### src/rtl/muldiv_pkg.sv
// Shared types and constants for the RV32M multiply/divide engine.
package muldiv_pkg;

  typedef enum logic [2:0] {
    OP_MUL    = 3'b000,
    OP_MULH   = 3'b001,
    OP_MULHSU = 3'b010,
    OP_MULHU  = 3'b011,
    OP_DIV    = 3'b100,
    OP_DIVU   = 3'b101,
    OP_REM    = 3'b110,
    OP_REMU   = 3'b111
  } muldiv_op_t;

  typedef enum logic [1:0] {
    ST_IDLE = 2'd0,
    ST_RUN  = 2'd1,
    ST_DONE = 2'd2
  } muldiv_state_t;

  // Wide enough to be truncated to any supported DATA_WIDTH.
  localparam logic [63:0] DIV0_QUOT = '1;
  localparam logic [31:0] INT_MIN   = 32'h8000_0000;

endpackage

### src/rtl/udiv_step.sv
// One restoring-division iteration: shift {rem, quot} left, subtract divisor if it fits.
module udiv_step #(
  parameter int unsigned WIDTH = 32
) (
  input  logic [WIDTH-1:0] rem_i,
  input  logic [WIDTH-1:0] quot_i,
  input  logic [WIDTH-1:0] divisor_i,
  output logic [WIDTH-1:0] rem_o,
  output logic [WIDTH-1:0] quot_o
);

  logic [WIDTH:0] rem_sh;

  always_comb begin
    rem_sh = {rem_i, quot_i[WIDTH-1]};
    if (rem_sh >= {1'b0, divisor_i}) begin
      // Difference is below the divisor, so the low WIDTH bits are exact.
      rem_o  = rem_sh[WIDTH-1:0] - divisor_i;
      quot_o = {quot_i[WIDTH-2:0], 1'b1};
    end else begin
      rem_o  = rem_sh[WIDTH-1:0];
      quot_o = {quot_i[WIDTH-2:0], 1'b0};
    end
  end

endmodule

### src/rtl/muldiv_unit.sv
// Iterative RV32M multiply/divide unit (shift-add multiply, restoring divide).
// Optional MULDIV_FAST_MUL_EN: multiplies complete combinationally in one cycle.
module muldiv_unit
  import muldiv_pkg::*;
#(
  parameter int unsigned DATA_WIDTH = 32,
  parameter int unsigned CNT_WIDTH  = 6
) (
  input  logic                  clk,
  input  logic                  rst,
  input  logic                  start,
  input  logic                  kill,
  input  logic [2:0]            funct3,
  input  logic [DATA_WIDTH-1:0] opA,
  input  logic [DATA_WIDTH-1:0] opB,
  output logic                  busy,
  output logic                  done,
  output logic [DATA_WIDTH-1:0] result
);

  localparam int unsigned W = DATA_WIDTH;

  muldiv_state_t    state_q, state_d;
  muldiv_op_t       op_q, op_d;
  logic [W-1:0]     mcand_q, mcand_d;   // multiplicand, or divisor
  logic [W-1:0]     mplr_q, mplr_d;     // multiplier, or dividend/quotient
  logic [2*W-1:0]   acc_q, acc_d;       // product, or remainder in low half
  logic [CNT_WIDTH-1:0] cnt_q, cnt_d;
  logic             neg_q, neg_d;
  logic             div0_q, div0_d;
  logic [W-1:0]     result_q, result_d;

  muldiv_op_t   in_op;
  logic         a_neg, b_neg, in_neg, in_div0;
  logic [W-1:0] a_abs, b_abs;
  logic [W-1:0] div_rem, div_quot;
  logic [W:0]   mul_sum;
  logic [2*W-1:0] mul_acc;

  muldiv_op_t     fin_op;
  logic           fin_neg, fin_div0;
  logic [2*W-1:0] fin_acc, fin_prod;
  logic [W-1:0]   fin_quot, fin_q_fix, fin_r_fix, fin_res;

  always_comb begin
    in_op   = muldiv_op_t'(funct3);
    a_neg   = opA[W-1] && (in_op inside {OP_MULH, OP_MULHSU, OP_DIV, OP_REM});
    b_neg   = opB[W-1] && (in_op inside {OP_MULH, OP_DIV, OP_REM});
    a_abs   = a_neg ? -opA : opA;
    b_abs   = b_neg ? -opB : opB;
    in_neg  = (in_op == OP_REM) ? a_neg : (a_neg ^ b_neg);
    in_div0 = funct3[2] && (opB == '0);
  end

  udiv_step #(.WIDTH(W)) u_step (
    .rem_i     (acc_q[W-1:0]),
    .quot_i    (mplr_q),
    .divisor_i (mcand_q),
    .rem_o     (div_rem),
    .quot_o    (div_quot)
  );

  always_comb begin
    mul_sum = {1'b0, acc_q[2*W-1:W]} + (mplr_q[0] ? {1'b0, mcand_q} : '0);
    mul_acc = {mul_sum, acc_q[W-1:1]};
  end

  // Sources for the final result: the last iteration's next values, or the inputs directly.
  always_comb begin
    fin_op   = op_q;
    fin_neg  = neg_q;
    fin_div0 = div0_q;
    fin_acc  = op_q[2] ? {{W{1'b0}}, div_rem} : mul_acc;
    fin_quot = div_quot;
`ifdef MULDIV_FAST_MUL_EN
    if (state_q != ST_RUN) begin
      fin_op   = in_op;
      fin_neg  = in_neg;
      fin_div0 = 1'b0;
      fin_acc  = (2*W)'(a_abs) * (2*W)'(b_abs);
    end
`endif
  end

  always_comb begin
    fin_prod  = fin_neg ? -fin_acc : fin_acc;
    fin_q_fix = fin_div0 ? W'(DIV0_QUOT) : (fin_neg ? -fin_quot : fin_quot);
    fin_r_fix = fin_neg ? -fin_acc[W-1:0] : fin_acc[W-1:0];
    case (fin_op)
      OP_MUL:                      fin_res = fin_prod[W-1:0];
      OP_MULH, OP_MULHSU, OP_MULHU: fin_res = fin_prod[2*W-1:W];
      OP_DIV, OP_DIVU:             fin_res = fin_q_fix;
      default:                     fin_res = fin_r_fix;
    endcase
  end

  always_comb begin
    state_d  = state_q;
    op_d     = op_q;
    mcand_d  = mcand_q;
    mplr_d   = mplr_q;
    acc_d    = acc_q;
    cnt_d    = cnt_q;
    neg_d    = neg_q;
    div0_d   = div0_q;
    result_d = result_q;
    if (kill) begin
      state_d = ST_IDLE;
    end else if (state_q == ST_RUN) begin
      acc_d  = op_q[2] ? {{W{1'b0}}, div_rem} : mul_acc;
      mplr_d = op_q[2] ? div_quot : (mplr_q >> 1);
      cnt_d  = cnt_q + 1'b1;
      if (cnt_q == CNT_WIDTH'(W - 1)) begin
        state_d  = ST_DONE;
        result_d = fin_res;
      end
    end else if (start) begin
      op_d    = in_op;
      mcand_d = funct3[2] ? b_abs : a_abs;
      mplr_d  = funct3[2] ? a_abs : b_abs;
      acc_d   = '0;
      cnt_d   = '0;
      neg_d   = in_neg;
      div0_d  = in_div0;
      state_d = ST_RUN;
`ifdef MULDIV_FAST_MUL_EN
      if (!funct3[2]) begin
        state_d  = ST_DONE;
        result_d = fin_res;
      end
`endif
    end else begin
      state_d = ST_IDLE;
    end
  end

  always_ff @(posedge clk) begin
    if (rst) begin
      state_q  <= ST_IDLE;
      op_q     <= OP_MUL;
      mcand_q  <= '0;
      mplr_q   <= '0;
      acc_q    <= '0;
      cnt_q    <= '0;
      neg_q    <= 1'b0;
      div0_q   <= 1'b0;
      result_q <= '0;
    end else begin
      state_q  <= state_d;
      op_q     <= op_d;
      mcand_q  <= mcand_d;
      mplr_q   <= mplr_d;
      acc_q    <= acc_d;
      cnt_q    <= cnt_d;
      neg_q    <= neg_d;
      div0_q   <= div0_d;
      result_q <= result_d;
    end
  end

  assign busy   = (state_q == ST_RUN);
  assign done   = (state_q == ST_DONE);
  assign result = result_q;

endmodule

### config.mk
export PLATFORM = sky130hd
export DESIGN_NAME = muldiv_unit
export DESIGN_NICKNAME = d
export VERILOG_FILES = /design/src/rtl/muldiv_pkg.sv /design/src/rtl/udiv_step.sv /design/src/rtl/muldiv_unit.sv
export SDC_FILE = /design/constraint.sdc
export NUM_CORES = 1
export LEC_CHECK = 0
export CAP_MARGIN = 20
export CORE_MARGIN = 5
export CORE_UTILIZATION = 50
export CTS_CLUSTER_SIZE = 25
export DETAILED_ROUTE_END_ITERATION = 7
export GPL_ROUTABILITY_DRIVEN = 0
export PLACE_DENSITY = 0.71
export SYNTH_ARGS = -nofsm -noshare
export SYNTH_HDL_FRONTEND = slang
export SYNTH_SLANG_ARGS = --single-unit
### constraint.sdc
create_clock -name clk -period 13.6 [get_ports clk]
set_input_delay 4.08 -clock clk [delete_from_list [all_inputs] [get_ports clk]]
set_output_delay 4.08 -clock clk [all_outputs]
set_load 0.02 [all_outputs]
==> flow_summary.toml <==
[timing]
setup_viol = 0
slew_headroom_pct = 26.42
tightest_slew_ns = 1.104
hold_violations = 0
rsz0062_at_grt = "no"
maxSlewViolCount = 0
setup_ws_ns = 6.237
max_freq_ghz = 0.1358
period_needed_ns = 7.363
setup_tns_ns = 0
finClkSkew_ns = 0.01501
min_period_over_period_pct = 54.14

[run]
cap_violations = 0

[critical_path]
r2r_slack_ns = 6.69
worst-endpoint-required_ns = 13.90
crit_buf_inv = 3
cp_slowest_cell = "nor4_1"
r2r-end = "result[27]$_SDFFE_PP0P_"
slowest_delay_ns = 0.78
crit_path_max_fanout = 5
cp_top_family = "simple AND/OR/NAND/NOR gates"
worstPathArrival_ns = 7.66
startpoint = "opB[0]"
cp_cell_sequence = "clkdlybuf4s50_1, inv_1, ha_1, nand3_1, or2_2, nand2b_1, nor3_1, inv_1, nor4_1, a21oi_1, xnor2_1, nand2_1, a311oi_1, nor3_1"
cp-start-kind = "primary input"
end_kind = "register"
r2r_cells = 15
worstReg2RegStart = "mcand_q[30]$_SDFFE_PP0P_"
path_class = "in2reg"

[grt]
grt_pass1_vias = 17697
grt_first_pass_wirelength_um = 100300
grtUsageTotal_pct = 32.28
overflow = 0
grt_antenna_before_repair = 1
grt_max_degree = 88

[synthesis]
synth_common_cells = "nor2_1 (358), nand2_1 (254), a21oi_1 (182)"
synth_edf_count = 0
synth_cell_types = 97
ys.flop_type = "dfxtp_1"
netlist_area_um2 = 17300
yosys-top-cells-area = "dfxtp_1 (20%), nor2_1 (7.8%), nand2_1 (5.5%)"
synth.top_cell.area_share_pct = 20.02
syn_nets = 2633
ys_ff_latch = 173
yosys.area.top_type = "dfxtp_1"
synth.most_common_cell = "nor2_1"
synth_cells = 2491
syn_avg_cell_area_um2 = 6.944
ys_seq_area_share_pct = 20.02
yosysWarnings = 0
synthArstFlopShare_pct = 0

[placement]
portBuffers = 104
post-dp-hpwl_um = 49880
dp_slack_ns = 5.749

[cts]
clock_latency_ns = 0.45
clkTransAtPathRegs_ns = 0.07
clock_sinks = 173
cts_root_buf = "clkbuf_16"
clock_path_buffers = 2
cts_resized = 0
cts_hold_buf = 0
cts_tree = "done"
cts-htree-levels = 4
cts_buffers = 17
cts_setup_buffers = 0

[route]
routed_via_density = 6.729
drcViolationCount = 0
wirelength_um = 65380
wl_per_cell_um = 22.29
ant_nets = 0
first_pass_iters = 7
drt_first_iter_violations = 2809
via_count = 19735

[layout]
final_nets = 2608
diodes = 0
syn_to_final_growth_pct = 10.22
final_layout_size_suffix_gt1_share_pct = 6.053

[min_path]
hold_path_class = "reg2reg"
min_from = "mcand_q[23]$_SDFFE_PP0P_"
holdPathStages = 2
hold_end = "mcand_q[23]$_SDFFE_PP0P_"

[floorplanning]
die_area_um2 = 38410
rows = 68
ios = 105
start_util_pct = 50.32
die_w_um = 196.0
die_h_um = 196.0
core_area_um2 = 34370

[power]
peakVddDrop_mv = 0.06817
power_density_nw_per_um2 = 83.17
p_leak_nw = 7.106

[run_status]
status = "completed"
flip-flops by register name (all words and copies together) (netlist names):
name and cells:
acc_q 64, mplr_q 32, mcand_q 32, fin_op 3
fin_neg 1, cnt_q 6, state_q 2, result 32
div0_q 1
cells by family (layout without fill, tap and decap cells):
kind of cell | after synthesis | in the layout | synth area share [%]
adders and majority gates | 71 | 71 | 5.223
DFF | 173 | 173 | 20.02
xor gates and xnor gates | 140 | 140 | 7.089
muxes | 68 | 68 | 4.029
buffers and inverters | 256 | 243 | 5.744
and+or+nand+nor | 992 | 992 | 27.01
AOI/OAI and AO/OA | 791 | 791 | 30.88
per-layer routing:
metal	up-vias	global-route usage (%)	wire length, µm
met5	-	0	15
met3	243	6.629	6898
met1	9193	42.42	25960
li1	9079	-	-
met4	2	15.52	3809
met2	1218	50.67	28700
power breakdown:
group          internal [mW]  switching (mW)
sequential             0.521          0.0211
clock                  0.293           0.239
combinational          0.171           0.340
final cells by class:
type,count,area (µm²)
flip-flops and latches,173,3468
inverters,79,296.5
fillers,3305,15310
clock buffers,17,425.4
well taps,455,569.3
multi-input cells,2062,12870
clock inverters,14,177.7
repair buffers,133,1256
worst max-delay path by stage:
stage	endpoint	slack, ns	cells after the start
finish	mplr_q[30]$_SDFFE_PP0P_	6.24	14
global route	mplr_q[30]$_SDFFE_PP0P_	5.84	14
CTS	mplr_q[30]$_SDFFE_PP0P_	6.22	14
detailed placement	mplr_q[30]$_SDFFE_PP0P_	5.75	14
global placement	mplr_q[30]$_SDFFE_PP0P_	5.79	14
floorplan	mplr_q[30]$_SDFFE_PP0P_	7.02	11
per-stage QoR:
step	instance area, µm²	power [mW]	hold slack (ns)	cells	util, %
after floorplan	17300	0.8958	0.4319	2491	-
after global placement	18440	1.037	0.4414	2900	53.65
after detailed placement	18440	1.045	0.4463	2900	53.65
after CTS	19040	1.563	0.4540	2931	55.41
after global routing	19060	1.641	0.4658	2933	55.46
final	19060	1.586	0.4539	2933	55.46
worst min-delay path, cell delays in order, from the launching register on:
cell and delay, ns:
dfxtp_1 0.31, nand2_1 0.05, a21oi_1 0.05
cell usage in the layout (no fill, tap or decap), types with 9 or more instances in the layout:
cell type and n:
nor2_1 355, nand2_1 254, a21oi_1 182, dfxtp_1 171
o21ai_0 162, clkdlybuf4s50_1 102, xnor2_1 87, inv_1 74
nor3_1 73, o211ai_1 72, ha_1 69, nand3_1 56
mux2i_1 55, xor2_1 53, a211oi_1 46, a22oi_1 45
nand4_1 40, o31ai_1 39, nor4_1 33, a31oi_1 29
buf_4 29, nor2b_1 26, or2_2 24, a21o_1 22
o21a_1 22, or4_1 21, and3_1 18, and2_1 18
clkbuf_16 17, or3_1 14, nand2b_1 13, a311oi_1 13
mux2_2 13, o21ai_1 11, o41ai_1 11, o311a_1 10
and4_1 9, o221ai_1 9, o21bai_1 9
Note: power is estimated with default switching activity, not from simulation.
